==> config.mk <==
export PLATFORM = sky130hd
export DESIGN_NAME = time_set_controller
export DESIGN_NICKNAME = d
export VERILOG_FILES = /design/src/rtl/time_set_controller_pkg.sv /design/src/rtl/time_set_controller_bin_to_digits.sv /design/src/rtl/time_set_controller.sv
export SDC_FILE = /design/constraint.sdc
export NUM_CORES = 1
export LEC_CHECK = 0
export BUFFER_PORTS_ARGS = -buffer_cell sky130_fd_sc_hd__buf_4
export CAP_MARGIN = 20
export CORE_ASPECT_RATIO = 0.7
export CORE_MARGIN = 4
export CORE_UTILIZATION = 45
export CTS_CLUSTER_SIZE = 16
export DETAILED_ROUTE_END_ITERATION = 12
export PLACE_DENSITY = 0.66
export SYNTH_ARGS = -nofsm -noshare
export SYNTH_HDL_FRONTEND = slang
export SYNTH_HIERARCHICAL = 1
export SYNTH_SLANG_ARGS = --single-unit
==> constraint.sdc <==
create_clock -name clock_1s -period 3 [get_ports clock_1s]
set_clock_uncertainty 0.1 [all_clocks]
set_input_delay 0.6 -clock clock_1s [delete_from_list [all_inputs] [get_ports clock_1s]]
set_output_delay 0.6 -clock clock_1s [all_outputs]
set_load 0.05 [all_outputs]
==> src/rtl/time_set_controller_pkg.sv <==
// Shared types and constants for the time_set_controller block: editor
// state encoding, field limits, target selection and the wrap-around step.
package time_set_controller_pkg;

  typedef enum logic [1:0] {
    IDLE   = 2'd0,
    HOUR   = 2'd1,
    MIN    = 2'd2,
    COMMIT = 2'd3
  } state_t;

  typedef enum logic {
    TIME  = 1'b0,
    ALARM = 1'b1
  } target_t;

  localparam logic [4:0] MAX_HOUR = 5'd23;
  localparam logic [5:0] MAX_MIN  = 6'd59;

  // One up/down step with wrap-around; both or neither pressed holds.
  // The ">=" guard keeps an out-of-range value from sticking.
  function automatic logic [5:0] step_wrap(input logic [5:0] value,
                                           input logic [5:0] max_value,
                                           input logic       up,
                                           input logic       down);
    logic [5:0] result;
    result = value;
    if (up && !down) begin
      result = (value >= max_value) ? 6'd0 : value + 6'd1;
    end else if (down && !up) begin
      result = (value == 6'd0) ? max_value : value - 6'd1;
    end
    return result;
  endfunction

endpackage

==> src/rtl/time_set_controller_bin_to_digits.sv <==
// bin_to_digits: splits a 0..59 binary value into decimal tens and units.
// TENS_W lets the hour instance drive its 2-bit tens digit directly.
module bin_to_digits #(
  parameter int TENS_W = 4
) (
  input  logic [5:0]        bin,
  output logic [TENS_W-1:0] tens,
  output logic [3:0]        units
);

  // Threshold chain instead of a divider: at most five compares against 10..50.
  always_comb begin
    logic [5:0] tens_x10;
    tens     = '0;
    tens_x10 = 6'd0;
    for (int i = 1; i <= 5; i++) begin
      if (bin >= 6'(i * 10)) begin
        tens     = TENS_W'(i);
        tens_x10 = 6'(i * 10);
      end
    end
    units = 4'(bin - tens_x10);
  end

endmodule

==> src/rtl/time_set_controller.sv <==
// time_set_controller: button-driven HH:MM entry for the alarm clock core.
// btn_set enters edit, advances hour -> minute, then commits with a one-cycle
// load_time or load_alarm strobe. btn_up/btn_down step the active field once
// per clock_1s edge while held.
// Optional feature macro: TIME_SET_TIMEOUT_EN -- abandons an edit after
// TIMEOUT_S seconds without button activity (no strobe is issued).
module time_set_controller
  import time_set_controller_pkg::*;
#(
  parameter int TIMEOUT_S = 10
) (
  input  logic       reset,
  input  logic       clock_1s,
  input  logic       btn_set,
  input  logic       btn_up,
  input  logic       btn_down,
  input  logic       btn_mode,
  input  logic [1:0] cur_hour1,
  input  logic [3:0] cur_hour0,
  input  logic [3:0] cur_min1,
  input  logic [3:0] cur_min0,
  output logic [1:0] hour_in1,
  output logic [3:0] hour_in0,
  output logic [3:0] minute_in1,
  output logic [3:0] minute_in0,
  output logic       load_time,
  output logic       load_alarm,
  output logic       editing,
  output logic       edit_field,
  output logic       blink
);

  state_t     state;
  target_t    target;
  logic [4:0] hour;
  logic [5:0] minute;
  logic       set_q;
  logic       set_edge;
  logic [7:0] seed_hour;
  logic [7:0] seed_min;

  assign set_edge = btn_set & ~set_q;

  // Seed values from the displayed time; worst case 3*10+15 and 15*10+15 fit 8 bits.
  assign seed_hour = 8'(cur_hour1) * 8'd10 + 8'(cur_hour0);
  assign seed_min  = 8'(cur_min1) * 8'd10 + 8'(cur_min0);

`ifdef TIME_SET_TIMEOUT_EN
  localparam int CNT_W = (TIMEOUT_S < 2) ? 1 : $clog2(TIMEOUT_S);
  logic [CNT_W-1:0] timeout_cnt;
`else
  // Timeout is compiled out; the parameter is intentionally left unused.
  wire unused_timeout_s = (TIMEOUT_S == 0);
`endif

  // Editor FSM with registered strobes, blink, target and field registers.
  always_ff @(posedge clock_1s or posedge reset) begin
    if (reset) begin
      state      <= IDLE;
      target     <= TIME;
      hour       <= 5'd0;
      minute     <= 6'd0;
      set_q      <= 1'b0;
      load_time  <= 1'b0;
      load_alarm <= 1'b0;
      blink      <= 1'b0;
`ifdef TIME_SET_TIMEOUT_EN
      timeout_cnt <= '0;
`endif
    end else begin
      set_q      <= btn_set;
      load_time  <= 1'b0;
      load_alarm <= 1'b0;
      case (state)
        IDLE: begin
          blink <= 1'b0;
          if (set_edge) begin
            target <= target_t'(btn_mode);
            hour   <= (seed_hour > 8'(MAX_HOUR)) ? 5'd0 : seed_hour[4:0];
            minute <= (seed_min > 8'(MAX_MIN)) ? 6'd0 : seed_min[5:0];
            state  <= HOUR;
            blink  <= 1'b1;
`ifdef TIME_SET_TIMEOUT_EN
            timeout_cnt <= '0;
`endif
          end
        end
        HOUR: begin
          blink <= ~blink;
          if (set_edge) begin
            state <= MIN;
          end else begin
            hour <= 5'(step_wrap({1'b0, hour}, {1'b0, MAX_HOUR}, btn_up, btn_down));
          end
        end
        MIN: begin
          blink <= ~blink;
          if (set_edge) begin
            state      <= COMMIT;
            blink      <= 1'b0;
            load_time  <= (target == TIME);
            load_alarm <= (target == ALARM);
          end else begin
            minute <= step_wrap(minute, MAX_MIN, btn_up, btn_down);
          end
        end
        default: begin
          // COMMIT: strobe was raised on entry; always fall back to IDLE.
          state <= IDLE;
          blink <= 1'b0;
        end
      endcase
`ifdef TIME_SET_TIMEOUT_EN
      // Inactivity watchdog: only idle cycles in HOUR/MIN count toward abandon.
      if (state == HOUR || state == MIN) begin
        if (set_edge || btn_up || btn_down) begin
          timeout_cnt <= '0;
        end else if (timeout_cnt == CNT_W'(TIMEOUT_S - 1)) begin
          timeout_cnt <= '0;
          state       <= IDLE;
          blink       <= 1'b0;
        end else begin
          timeout_cnt <= timeout_cnt + 1'b1;
        end
      end
`endif
    end
  end

  // Editing indicators decode directly from the state register.
  assign editing    = (state == HOUR) || (state == MIN);
  assign edit_field = (state == MIN);

  bin_to_digits #(.TENS_W(2)) u_hour_digits (
    .bin   ({1'b0, hour}),
    .tens  (hour_in1),
    .units (hour_in0)
  );

  bin_to_digits #(.TENS_W(4)) u_min_digits (
    .bin   (minute),
    .tens  (minute_in1),
    .units (minute_in0)
  );

endmodule

==> results.txt <==
The sum of met2 wire segment lengths after detailed routing came out at roughly 2.3 mm. The detailed-route DRC error count came out at 0. The per-cell via count in the routed design is 5.60.

The row count came out at 21. Entering global routing, the biggest net connects 19 pins. The total detailed-routing wirelength is around 5.6 mm. The worst setup path is captured at an output port. The total setup violations reported at the end of the flow is 1. The run finished, with violations left.

The port buffer count came out at 37. The clock network burns 4.9% of the power. After the first detailed-routing iteration, the DRC count stood at 180.

The count of flip-flops with a built-in enable after synthesis is 0. The global-route usage over all layers came out at 19.1%. The via count of the first global-routing pass is about 2000.

The hold violation count in the final report came out at 0. The number of cells in the design after placement is 399. The clock tree from TritonCTS is built. Once layout is complete, the cells apart from fillers number a little over 400. The count of TritonRoute iterations in the first routing pass is 4. The root buffer selected by CTS is sky130_fd_sc_hd__clkbuf_8. The post-synthesis async set-or-reset flop share came out at 100%. The share of layout cells above drive strength 1 is between 20% and 30%. Once the floorplan was initialized, standard cells occupied ~47% of the core. The mean cell area of the mapped netlist came out at between 7 and 8 sq um. The summed instance area of the synthesized netlist came out at between 0.002 and 0.0025 sq mm. The first global-routing pass estimated approximately 9.7 mm of wire. The wire length per cell after detailed routing is between 10 and 15 um.

Sorting the synthesized cells by area gives the leading types as sky130_fd_sc_hd__dfrtp_1, sky130_fd_sc_hd__ha_1, sky130_fd_sc_hd__a21oi_1. The total area inside the core boundary comes to 0.00481 sq mm. The share of power burned in registers is between 10% and 20%. Of all cell types, the one taking the most synthesized area is sky130_fd_sc_hd__dfrtp_1. The combinational fraction of design power is 81.4%.

The final antenna-violating net count is 0. Counting flops and latches in the post-synthesis netlist gives 18. The final net count is between 300 and 400. The most frequent standard cell in the layout excluding fill and tap cells is sky130_fd_sc_hd__buf_4. The final route contains 2262 vias. The required time at the endpoint of the critical path came out at ~2.3 ns. The maximum operating frequency is approximately 300 MHz.

The final critical-path setup slack came out at -0.279 ns. The clock passes through at most 2 buffers. The count of antenna diodes in the layout is 0.

The area growth from synthesis to layout came out at 27.4%. The leakage power came out at 1.30 nW. In this run the horizontal extent of the chip is roughly 93 um.

The internal power summed over all cells is around 1.5 mW. STA classifies the critical path startpoint as a register. The areal power density over the cells is ~1200 mW/mm^2. The length of routed met3 wiring is about 410 um. The max-slew violation count is 0.

The CTS sink count came out at 18. The die is between 60 and 70 um tall. The final reports fail on negative setup slack. Setup repair after global routing could not meet its margin everywhere. The die covers about 0.0062 sq mm. The critical path in this run is classified as reg2out. The share of the synthesized area in the top cell type came out at around 20%.

The number of distinct library cells after synthesis is 66. The total global routing overflow is 0. The final cycle utilization of the critical path came out at 109%. The total negative slack for setup checks came out at -0.279 ns. For this run, the leading register cell type out of synthesis is sky130_fd_sc_hd__dfrtp_1. Cells fill between 50% and 60% of the core in the end. The number of buffers created by CTS is 3. The maximum vdd drop is between 0.5 and 0.6 mV. The worst hold path belongs to the class reg2reg. The number of maximum-capacitance constraint violations is 0. For the finished layout, the period the worst path requires is 3.28 ns.

Sequential cells were found to cover 19.9% of the synthesized design area. The switching power of the nets is roughly 2.0 mW. At the later pin of the worst-skew pair, clock insertion delay measures about 0.26 ns. The post-synthesis instance total is 283. In this run the number of H-tree levels came out at 1. The number of antenna violations at the first check in global routing came to 0. The wire-length estimate of the detail-placed layout is between 4 and 5 mm. For the worst setup path, the data arrival time is 2.58 ns.

The worst max-slew margin expressed relative to the limit came out at a little over half. The weighted congestion at the end of routability-driven global placement came out at ~0.94. The top layer used by detailed routing is met4. The number of top-level pins came out at 39. The share of total power consumed by net switching came out at roughly 57%.

Of all nets on the critical path, the largest fanout is 4. The library cells used most frequently in the layout, excluding fill and tap cells, are sky130_fd_sc_hd__buf_4, sky130_fd_sc_hd__inv_1, sky130_fd_sc_hd__a21oi_1. The total of warnings raised by yosys came out at 6. Clock-pin slew was measured on the worst setup and hold paths at 0.07 ns. The transition time at the pin with the least slew margin is approximately 0.71 ns. In the final routing, the length of wire on met1 measures between 2 and 3 mm.
[kinds of logic (layout without fill, tap and decap cells)]
group | after synthesis | in the layout | share of synthesized area [%]
adder cells (fa/ha/maj) | 29 | 29 | 17.7
AND/OR/NAND/NOR | 71 | 71 | 16.5
buffers and inverters | 47 | 94 | 8.84
multiplexers | 2 | 2 | 0.940
XOR/XNOR | 11 | 11 | 4.26
flip-flops | 18 | 18 | 19.9
other | 2 | 7 | 0.332
AO/OA/AOI/OAI | 103 | 103 | 31.6
[sequential cells by signal, summed over array words and instances (netlist names)]
name and cells:
minute 6, hour 5, state 2, blink 1, load_alarm 1, load_time 1, set_q 1, target 1
[final cells by class]
type                            instances  area, sq um
Clock buffer                            3         41.3
Inverter                               29          109
Tap cell                               69         86.3
Fill cell                             460         1920
Sequential cell                        18          450
Timing Repair Buffer                   62          473
Multi-Input combinational cell        223         1720
[critical path, stage by stage, from the launching register on]
cell	delay (ns)
sky130_fd_sc_hd__dfrtp_1	0.41
sky130_fd_sc_hd__o31a_2	0.36
sky130_fd_sc_hd__o21ai_4	0.15
sky130_fd_sc_hd__o31ai_4	0.10
sky130_fd_sc_hd__ha_2	0.21
sky130_fd_sc_hd__fa_2	0.36
sky130_fd_sc_hd__and2_1	0.17
sky130_fd_sc_hd__a22o_1	0.22
sky130_fd_sc_hd__a211oi_4	0.16
sky130_fd_sc_hd__buf_6	0.18
[stage by stage]
| step | power [mW] | cell area, sq um | hold WS [ns] | setup slack (ns) |
|---|---|---|---|---|
| final | 3.47 | 2880 | 0.345 | -0.279 |
| after global routing | 3.76 | 2880 | 0.368 | -0.370 |
| after CTS | 3.42 | 2850 | 0.342 | -0.287 |
| after detailed placement | 3.21 | 2800 | 0.339 | -0.0885 |
| after global placement | 3.18 | 2800 | 0.333 | -0.0127 |
| after floorplan | 2.50 | 2350 | 0.308 | -0.324 |
[timing repair]
item / CTS / global route
pin swaps: 1 / 2
setup buffers: 0 / 2
endpoints found under the hold margin: 0 / 0
gates resized for setup: 3 / 6
hold buffers: 0 / 0
endpoints found under the setup margin: 2 / 4
[power by group through the flow]
stage	logic [mW]	clock network (mW)	registers, mW
global placement	2.72	0	0.467
finish	2.83	0.170	0.474
detailed placement	2.74	0	0.472
floorplan	2.02	0	0.476
CTS	2.78	0.174	0.469
global route	3.08	0.184	0.498
[cell usage after synthesis (all sizes together) (8+ instances only)]
library cell and count:
nand3 8, nand2 19, o21ai 16, nor2 18, dfrtp 18, o31ai 8
ha 24, clkbuf 11, inv 29, a21oi 27
[metal layers]
layer / track usage, % / vias up
met3: 3.79 / 2
met5: 0 / -
li1: - / 1126
met4: 1.10 / 0
met1: 29.7 / 1052
met2: 28.5 / 82
[path summary, 6_finish.rpt]
check	startpoint	endpoint	slack (ns)	cells past startpoint
worst max-delay path	minute[2]$_DFFE_PP0P_	minute_in0[3]	-0.28	9
worst min-delay path	target$_DFFE_PP0P_	load_time$_DFF_PP0_	0.35	1
worst max register to register	state[0]$_DFFE_PP0P_	minute[0]$_DFFE_PP0P_	0.60	7
worst min register to register	target$_DFFE_PP0P_	load_time$_DFF_PP0_	0.35	1
max in group asynchronous	reset	hour[0]$_DFFE_PP0P_	1.99	2
min in group asynchronous	reset	load_time$_DFF_PP0_	0.36	2
(Power assumes the default switching activity.)
